[src/rtl/fetch_sequencer.sv]
// Instruction fetch sequencer: owns the fetch PC, reads the combinational instruction
// memory, and buffers up to two {instr, pc} entries for decode over a valid/ready handshake.
module fetch_sequencer #(
  parameter int                   WORD_SIZE  = 16,
  parameter int                   ADDR_BITS  = 8,
  parameter logic [WORD_SIZE-1:0] RESET_PC   = 16'h0000,
  parameter logic [WORD_SIZE-1:0] HALT_INSTR = 16'hB000
) (
  input  logic                 i_clk,
  input  logic                 i_reset,
  input  logic                 i_run,
  output logic [WORD_SIZE-1:0] o_mem_addr,
  input  logic [WORD_SIZE-1:0] i_mem_data,
  output logic [WORD_SIZE-1:0] o_instr,
  output logic [WORD_SIZE-1:0] o_instr_pc,
  output logic                 o_instr_valid,
  input  logic                 i_instr_ready,
  input  logic                 i_redirect,
  input  logic [WORD_SIZE-1:0] i_redirect_pc,
  output logic                 o_halted
);

  // Memory decodes only the low ADDR_BITS of the address; the PC itself is never truncated.
  if (ADDR_BITS < 1 || ADDR_BITS > WORD_SIZE) begin : g_bad_addr_bits
    $error("fetch_sequencer: ADDR_BITS must lie within 1..WORD_SIZE");
  end

  typedef enum logic {
    S_FETCH  = 1'b0,
    S_HALTED = 1'b1
  } state_t;

  state_t               r_state;
  state_t               w_state_next;
  logic [WORD_SIZE-1:0] r_fetch_pc;
  logic [WORD_SIZE-1:0] w_fetch_pc_next;
  logic [1:0]           r_count;
  logic [1:0]           w_count_next;
  logic [WORD_SIZE-1:0] r_buf_data [0:1];
  logic [WORD_SIZE-1:0] r_buf_pc   [0:1];
  logic [WORD_SIZE-1:0] w_buf_data_next [0:1];
  logic [WORD_SIZE-1:0] w_buf_pc_next   [0:1];

  logic w_pop;
  logic w_push;
  logic w_wr_idx;

  assign w_pop  = o_instr_valid & i_instr_ready;
  assign w_push = (r_state == S_FETCH) & i_run & ((r_count != 2'd2) | w_pop) & ~i_redirect;

  // Slot written by a push: slot 1 when the head stays occupied after this edge, else slot 0.
  assign w_wr_idx = (r_count == 2'd2) | ((r_count == 2'd1) & ~w_pop);

  // State register
  always_ff @(posedge i_clk or posedge i_reset) begin
    if (i_reset) begin
      r_state <= S_FETCH;
    end else begin
      r_state <= w_state_next;
    end
  end

  // Next-state logic: redirect always wins and also leaves HALTED.
  always_comb begin
    w_state_next = r_state;
    if (i_redirect) begin
      w_state_next = S_FETCH;
    end else if (w_push && (i_mem_data == HALT_INSTR)) begin
      w_state_next = S_HALTED;
    end
  end

  // Output logic
  always_comb begin
    o_instr_valid = (r_count != 2'd0);
    o_halted      = (r_state == S_HALTED) && (r_count == 2'd0);
  end

  // Buffer / PC next-state. Flushed entries keep their contents so instr holds its last value.
  always_comb begin
    w_count_next    = r_count;
    w_fetch_pc_next = r_fetch_pc;
    for (int i = 0; i < 2; i++) begin
      w_buf_data_next[i] = r_buf_data[i];
      w_buf_pc_next[i]   = r_buf_pc[i];
    end
    if (i_redirect) begin
      w_count_next    = 2'd0;
      w_fetch_pc_next = i_redirect_pc;
    end else begin
      if (w_pop && (r_count == 2'd2)) begin
        w_buf_data_next[0] = r_buf_data[1];
        w_buf_pc_next[0]   = r_buf_pc[1];
      end
      if (w_push) begin
        w_buf_data_next[w_wr_idx] = i_mem_data;
        w_buf_pc_next[w_wr_idx]   = r_fetch_pc;
        w_fetch_pc_next           = r_fetch_pc + WORD_SIZE'(1);
      end
      w_count_next = r_count + 2'(w_push) - 2'(w_pop);
    end
  end

  always_ff @(posedge i_clk or posedge i_reset) begin
    if (i_reset) begin
      r_fetch_pc <= RESET_PC;
      r_count    <= 2'd0;
      for (int i = 0; i < 2; i++) begin
        r_buf_data[i] <= '0;
        r_buf_pc[i]   <= '0;
      end
    end else begin
      r_fetch_pc <= w_fetch_pc_next;
      r_count    <= w_count_next;
      for (int i = 0; i < 2; i++) begin
        r_buf_data[i] <= w_buf_data_next[i];
        r_buf_pc[i]   <= w_buf_pc_next[i];
      end
    end
  end

  assign o_mem_addr = r_fetch_pc;
  assign o_instr    = r_buf_data[0];
  assign o_instr_pc = r_buf_pc[0];

endmodule
[config.mk]
export PLATFORM = sky130hd
export DESIGN_NAME = fetch_sequencer
export DESIGN_NICKNAME = d
export VERILOG_FILES = /design/src/rtl/fetch_sequencer.sv
export SDC_FILE = /design/constraint.sdc
export NUM_CORES = 1
export LEC_CHECK = 0
export CORE_MARGIN = 3
export CORE_UTILIZATION = 35
export DETAILED_ROUTE_END_ITERATION = 12
export GPL_TIMING_DRIVEN = 0
export PLACE_DENSITY = 0.66
export SLEW_MARGIN = 15
export SYNTH_ARGS = -nofsm -noshare
export SYNTH_HDL_FRONTEND = slang
export SYNTH_SLANG_ARGS = --single-unit
[constraint.sdc]
create_clock -name i_clk -period 3.7 [get_ports i_clk]
set_input_delay 1.11 -clock i_clk [delete_from_list [all_inputs] [get_ports i_clk]]
set_output_delay 1.11 -clock i_clk [all_outputs]
set_load 0.02 [all_outputs]
==> flow_metrics.py <==
metrics = {
    "cts": {
        "cts_resized": 0,
        "cts_buffer_depth": 2,
        "clkLatencyLatePin_ps": 330,
        "h-tree-depth": 3,
        "cts_tree": "done",
        "path_clk_slew_ps": 60,
        "post-cts-setup-buffers": 0,
        "clock-sinks": 83,
        "clock-root-buffer": "clkbuf_16",
        "cts_buffers": 9,
        "cts_hold_buffers": 0,
    },
    "global_routing": {
        "grt_pass1_vias": 2948,
        "grt_first_pass_wirelength_microns": 15100,
        "grt.total_usage_pct": 15.0,
        "antenna_found_initial": 0,
        "grt_max_degree": 47,
        "overflow": 0,
    },
    "critical_path": {
        "cp_common_cell": "o31a_1",
        "arrival_ps": 3160,
        "cp-start-kind": "primary input",
        "rr_startpoint": "o_mem_addr[0]",
        "crit_fanout": 8,
        "worstPathRequired_ps": 3910,
        "startpoint": "i_run",
        "critPathKind": "primary input to flip-flop",
        "critical-path-slowest-cell": "clkdlybuf4s50_1",
        "crit_chain": "clkdlybuf4s50_1 > nand3b_1 > or4b_1 > clkbuf_2 > o31a_1 > o31a_1",
        "cp_slowest_stage_delay_ps": 580,
        "end_kind": "flip-flop",
    },
    "die": {
        "start_util_pct": 36.1,
        "core-area_sq_um": 10900,
        "num_rows": 38,
        "dieArea_sq_um": 12600,
        "die_h_microns": 112,
        "num_io_pins": 87,
        "die_x_microns": 112,
    },
    "route": {
        "num_vias": 3061,
        "firstDrtPassIters": 4,
        "postRouteAntennaNets": 0,
        "drcViolationCount": 0,
        "viasPerCell": 4.96,
        "routed_wl_microns": 9230,
        "drt_iter0_drc": 132,
        "detail_route.wl_per_cell_microns": 15.0,
    },
    "timing": {
        "hold_ws_ps": 476,
        "fin_crit_ps": 2950,
        "fin_ws_ps": 749,
        "relSlewSlack_pct": 58.0,
        "setup_viol": 0,
        "grt_setup_unrepaired": "false",
        "drv_slew": 0,
        "skew_ps": 8.75,
        "fmax_ghz": 0.339,
        "hold_viol": 0,
        "finalCritPeriodShare_pct": 79.8,
        "worst_slew_pin_slew_ps": 630,
    },
    "layout": {
        "syn2layout_area_growth_pct": 34.5,
        "antenna_cells": 0,
        "postLayoutCellArea_sq_um": 5320,
        "layout-drive-gt1-share_pct": 18.9,
        "final_nets": 513,
    },
    "flow_run": {
        "drv_cap": 0,
    },
    "min_path": {
        "hold_class": "flip-flop to flip-flop",
        "min-delay-start": "o_instr[7]",
    },
    "synth": {
        "synth_enable_flop_cells": 0,
        "synth_area_leaders": "dfrtp_1 53%, mux2_2 9.1%, nand2_1 7.1%",
        "seq_area_frac_synth_pct": 52.5,
        "synth_seq_cells": 83,
        "synthDistinctLibCells": 45,
        "synth_area_sq_um": 3950,
        "ys.flop_type": "dfrtp_1",
        "synth_nets": 416,
        "netlist_instances": 376,
        "synth_top_area_share_pct": 52.5,
        "synth.largest_area_cell": "dfrtp_1",
        "avgSynthCellArea_sq_um": 10.5,
        "yosys_warnings": 0,
        "ys_async_sr_fraction_pct": 100,
    },
    "placed_design": {
        "dp_hpwl_microns": 6560,
        "port_buffers": 85,
        "post_dp_cell_area_sq_um": 5010,
        "preCtsSetupSlack_ps": 383,
        "place_congestion": 0.751,
    },
    "pwr": {
        "vdd_ir_drop_max_mv": 0.347,
        "power_density_nw_per_um2": 754,
        "leakagePower_nw": 2.38,
        "power_mw": 4.01,
    },
    "status": {
        "status": "finished, final reports clean",
    },
}
## cells by family (layout without fill, tap and decap cells)
kind of cell,count (synthesis),after routing,synth area share [%]
muxes,33,33,9.37
DFF,83,83,52.5
xor gates and xnor gates,9,9,1.99
and+or+nand+nor,126,126,15.8
adders and majority gates,3,3,0.950
buffers and inverters,63,164,9.18
AOI/OAI and AO/OA,59,59,10.2
## area by class of cell
class | instances | area [sq um]
Timing Repair Buffer | 86 | 878
Buffer | 53 | 325
Multi-Input combinational cell | 230 | 1510
Tap cell | 140 | 175
Clock inverter | 5 | 78.8
Sequential cell | 83 | 2080
Fill cell | 1020 | 5620
Clock buffer | 10 | 229
Inverter | 10 | 40.0
## path summary, 6_finish.rpt
kind,slack (ps),end,cells past startpoint
setup / recovery,750,o_mem_addr[12],6
hold / removal,480,o_instr[7],2
setup reg to reg,1520,o_mem_addr[12],6
hold reg to reg,480,o_instr[7],2
max in group asynchronous,1940,o_instr[3],3
min in group asynchronous,1170,o_instr_pc[2],2
## through the flow
step / std cells / utilization (%) / setup TNS [ps]
2_1_floorplan: 376 / - / 0
3_3_place_gp: 601 / 45.5 / -71700
3_5_place_dp: 602 / 45.8 / 0
4_1_cts: 617 / 48.6 / 0
5_1_grt: 617 / 48.6 / 0
6_report: 617 / 48.6 / 0
## worst max-delay path: cells and delay by family
| family | cells | cell delay, ps |
|---|---|---|
| and+or+nand+nor | 2 | 730 |
| buffers and inverters | 2 | 760 |
| AOI/OAI and AO/OA | 2 | 560 |
## synthesized netlist by cell type, types with 5 or more instances
library cell  number
or3_1              6
a31oi_1            7
xnor2_1            5
buf_4             32
mux2_2            32
o21ai_0           14
nand2_1           75
dfrtp_1           83
clkbuf_1          12
nor2_1            10
a22oi_1           31
inv_1             10
## report_power, final
part | leakage, nW | internal (mW) | switching (mW) | total, mW
clock network | 0.152 | 0.586 | 0.344 | 0.930
logic | 1.21 | 0.875 | 0.698 | 1.57
registers | 1.01 | 1.28 | 0.226 | 1.50
## placed cells by master, fill, tap and decap left out, types with 5 or more instances in the layout
| master | count |
|---|---|
| buf_4 | 32 |
| a31oi_1 | 7 |
| a22oi_1 | 31 |
| nor2_1 | 10 |
| dfrtp_1 | 83 |
| mux2_2 | 32 |
| xnor2_1 | 5 |
| clkbuf_1 | 13 |
| or3_1 | 6 |
| clkbuf_16 | 9 |
| nand2_1 | 75 |
| o21ai_0 | 14 |
| clkdlybuf4s50_1 | 85 |
| inv_1 | 9 |
## layer usage
metal / GRT usage (%) / vias to the layer above / share of wire, %
li1: - / 1473 / -
met4: 6.57 / 0 / 2.0
met5: 0 / - / 0
met2: 24.0 / 80 / 48
met1: 20.1 / 1495 / 45
met3: 2.48 / 13 / 4.6
(Power assumes the default switching activity.)
==> patch (same flow settings) <==
Make the reset (`i_reset`) synchronous in 2 clocked blocks.
--- a/src/rtl/fetch_sequencer.sv
+++ b/src/rtl/fetch_sequencer.sv
@@ -54,3 +54,3 @@
   // State register
-  always_ff @(posedge i_clk or posedge i_reset) begin
+  always_ff @(posedge i_clk) begin
     if (i_reset) begin
@@ -103,3 +103,3 @@
 
-  always_ff @(posedge i_clk or posedge i_reset) begin
+  always_ff @(posedge i_clk) begin
     if (i_reset) begin
Formal check against the unedited RTL: differs if i_reset is asserted again (counterexample within 4 cycles, from zero or initial values and one cycle with i_reset high); with i_reset held inactive, the same outputs for 4 cycles.
==> patch against the unedited design <==
Sequential cell count stayed put; synthesized area up 0.32%; global-route usage grew 3.7 points; routed wire length up 27%; setup slack got worse by 560 ps; final area shrank 0.82%; critical path depth up 6.
Power is not compared: it rests on default switching activity, and its combinational part moved more than twofold at a synthesized area within 25%.
==> patch: results (changes against the unedited design) <==
Placed design
  – Routability cong.: 0.8354 (+11%)
  – Placed Area: 0.004991 mm2 (-0.35%)
  – DP Cell Count: 693 (+15%)

Drt
  – Drt first pass iters: 5 (+1)
  – Routed vias: 3,787 (+24%)
  – Met2 WL: 5475 um (+24%)
  – DR WL/cell: 16.58 um (+11%)
  – 1st-iter DRT viols: 299 (+130%)
  – Met3 routed WL: 761 um (+77%)
  – Final WL: 11,760 um (+27%)

Setup path
  – Critical path's largest stage delay: 510 ps (-70 ps)
  – Max FO, Critical Path: 10 (+2)
  – R2R Path Start: r_count[1]
  – Worst Setup SP: i_redirect

Synth
  – Area contributors post-synth: dfxtp_1 42%, nand2_1 7.2%, buf_4 6.6%
  – Register area share after synthesis: 41.91% (-11 points)
  – Post-synth top cells: 83 x dfxtp_1, 76 x nand2_1, 43 x a21oi_1
  – Syn Nets: 508 (+22%)
  – Synth cell types: 50 (+11%)

Run status
  – Run status: finished, final reports clean

Timing
  – Clock Skew: 7.767 ps (-0.9811 ps)

Global routing
  – First-pass GRT wire length: 18,770 um (+24%)
  – GR Util met3: 3.666% (+1.2 points)
  – Vias in the first global route: 3,639 (+23%)

Finish
  – Layout cells sized above 1: 11.95% (-6.9 points)
  – Final Util: 48.22% (-0.40 points)
  – Non-CTS buffers: 152 (+9.4%)
  – Clock Buffer Count: 11 (+1)
  – Multi-input combinational gate total: 311 (+35%)
  – Layout net count: 604 (+18%)
  – Fillcell total: 1,091 (+7.0%)
  – Register Area: 0.001662 mm2 (-20%)

Pwr
  – Post-route total power: 2112 uW
-- patch: cell count changes after synthesis, sizes merged, moves of 9 or more --
cell / change
o21ai: -13
nor2: +28
a221o: +23
a21oi: +42
dfrtp: -83
clkbuf: +11
nand3: +9
a211oi: +10
mux2: -32
dfxtp: +83
-- patch: path summary, 6_finish.rpt --
check | to | slack [ps] | cells past startpoint
setup / recovery | r_count[1] | 190 | 12
hold / removal | flip-flop | 450 | 2
setup reg to reg | r_buf_pc[0][14] | 1340 | 5
hold reg to reg | flip-flop | 450 | 2
-- patch: logic make-up (layout without fill, tap and decap cells) --
family,count (synthesis),after routing,synth area share (%)
adders and majority gates,3,3,0.9468
AOI/OAI and AO/OA,125,125,23.10
buffers and inverters,74,175,10.51
xor gates and xnor gates,11,11,2.430
DFF,83,83,41.91
and+or+nand+nor,172,172,21.11
-- patch: repair_timing --
item                       4_1_cts  5_1_grt
buffers inserted                 0        0
setup endpoints to repair        0        1
gates resized for setup          0        1
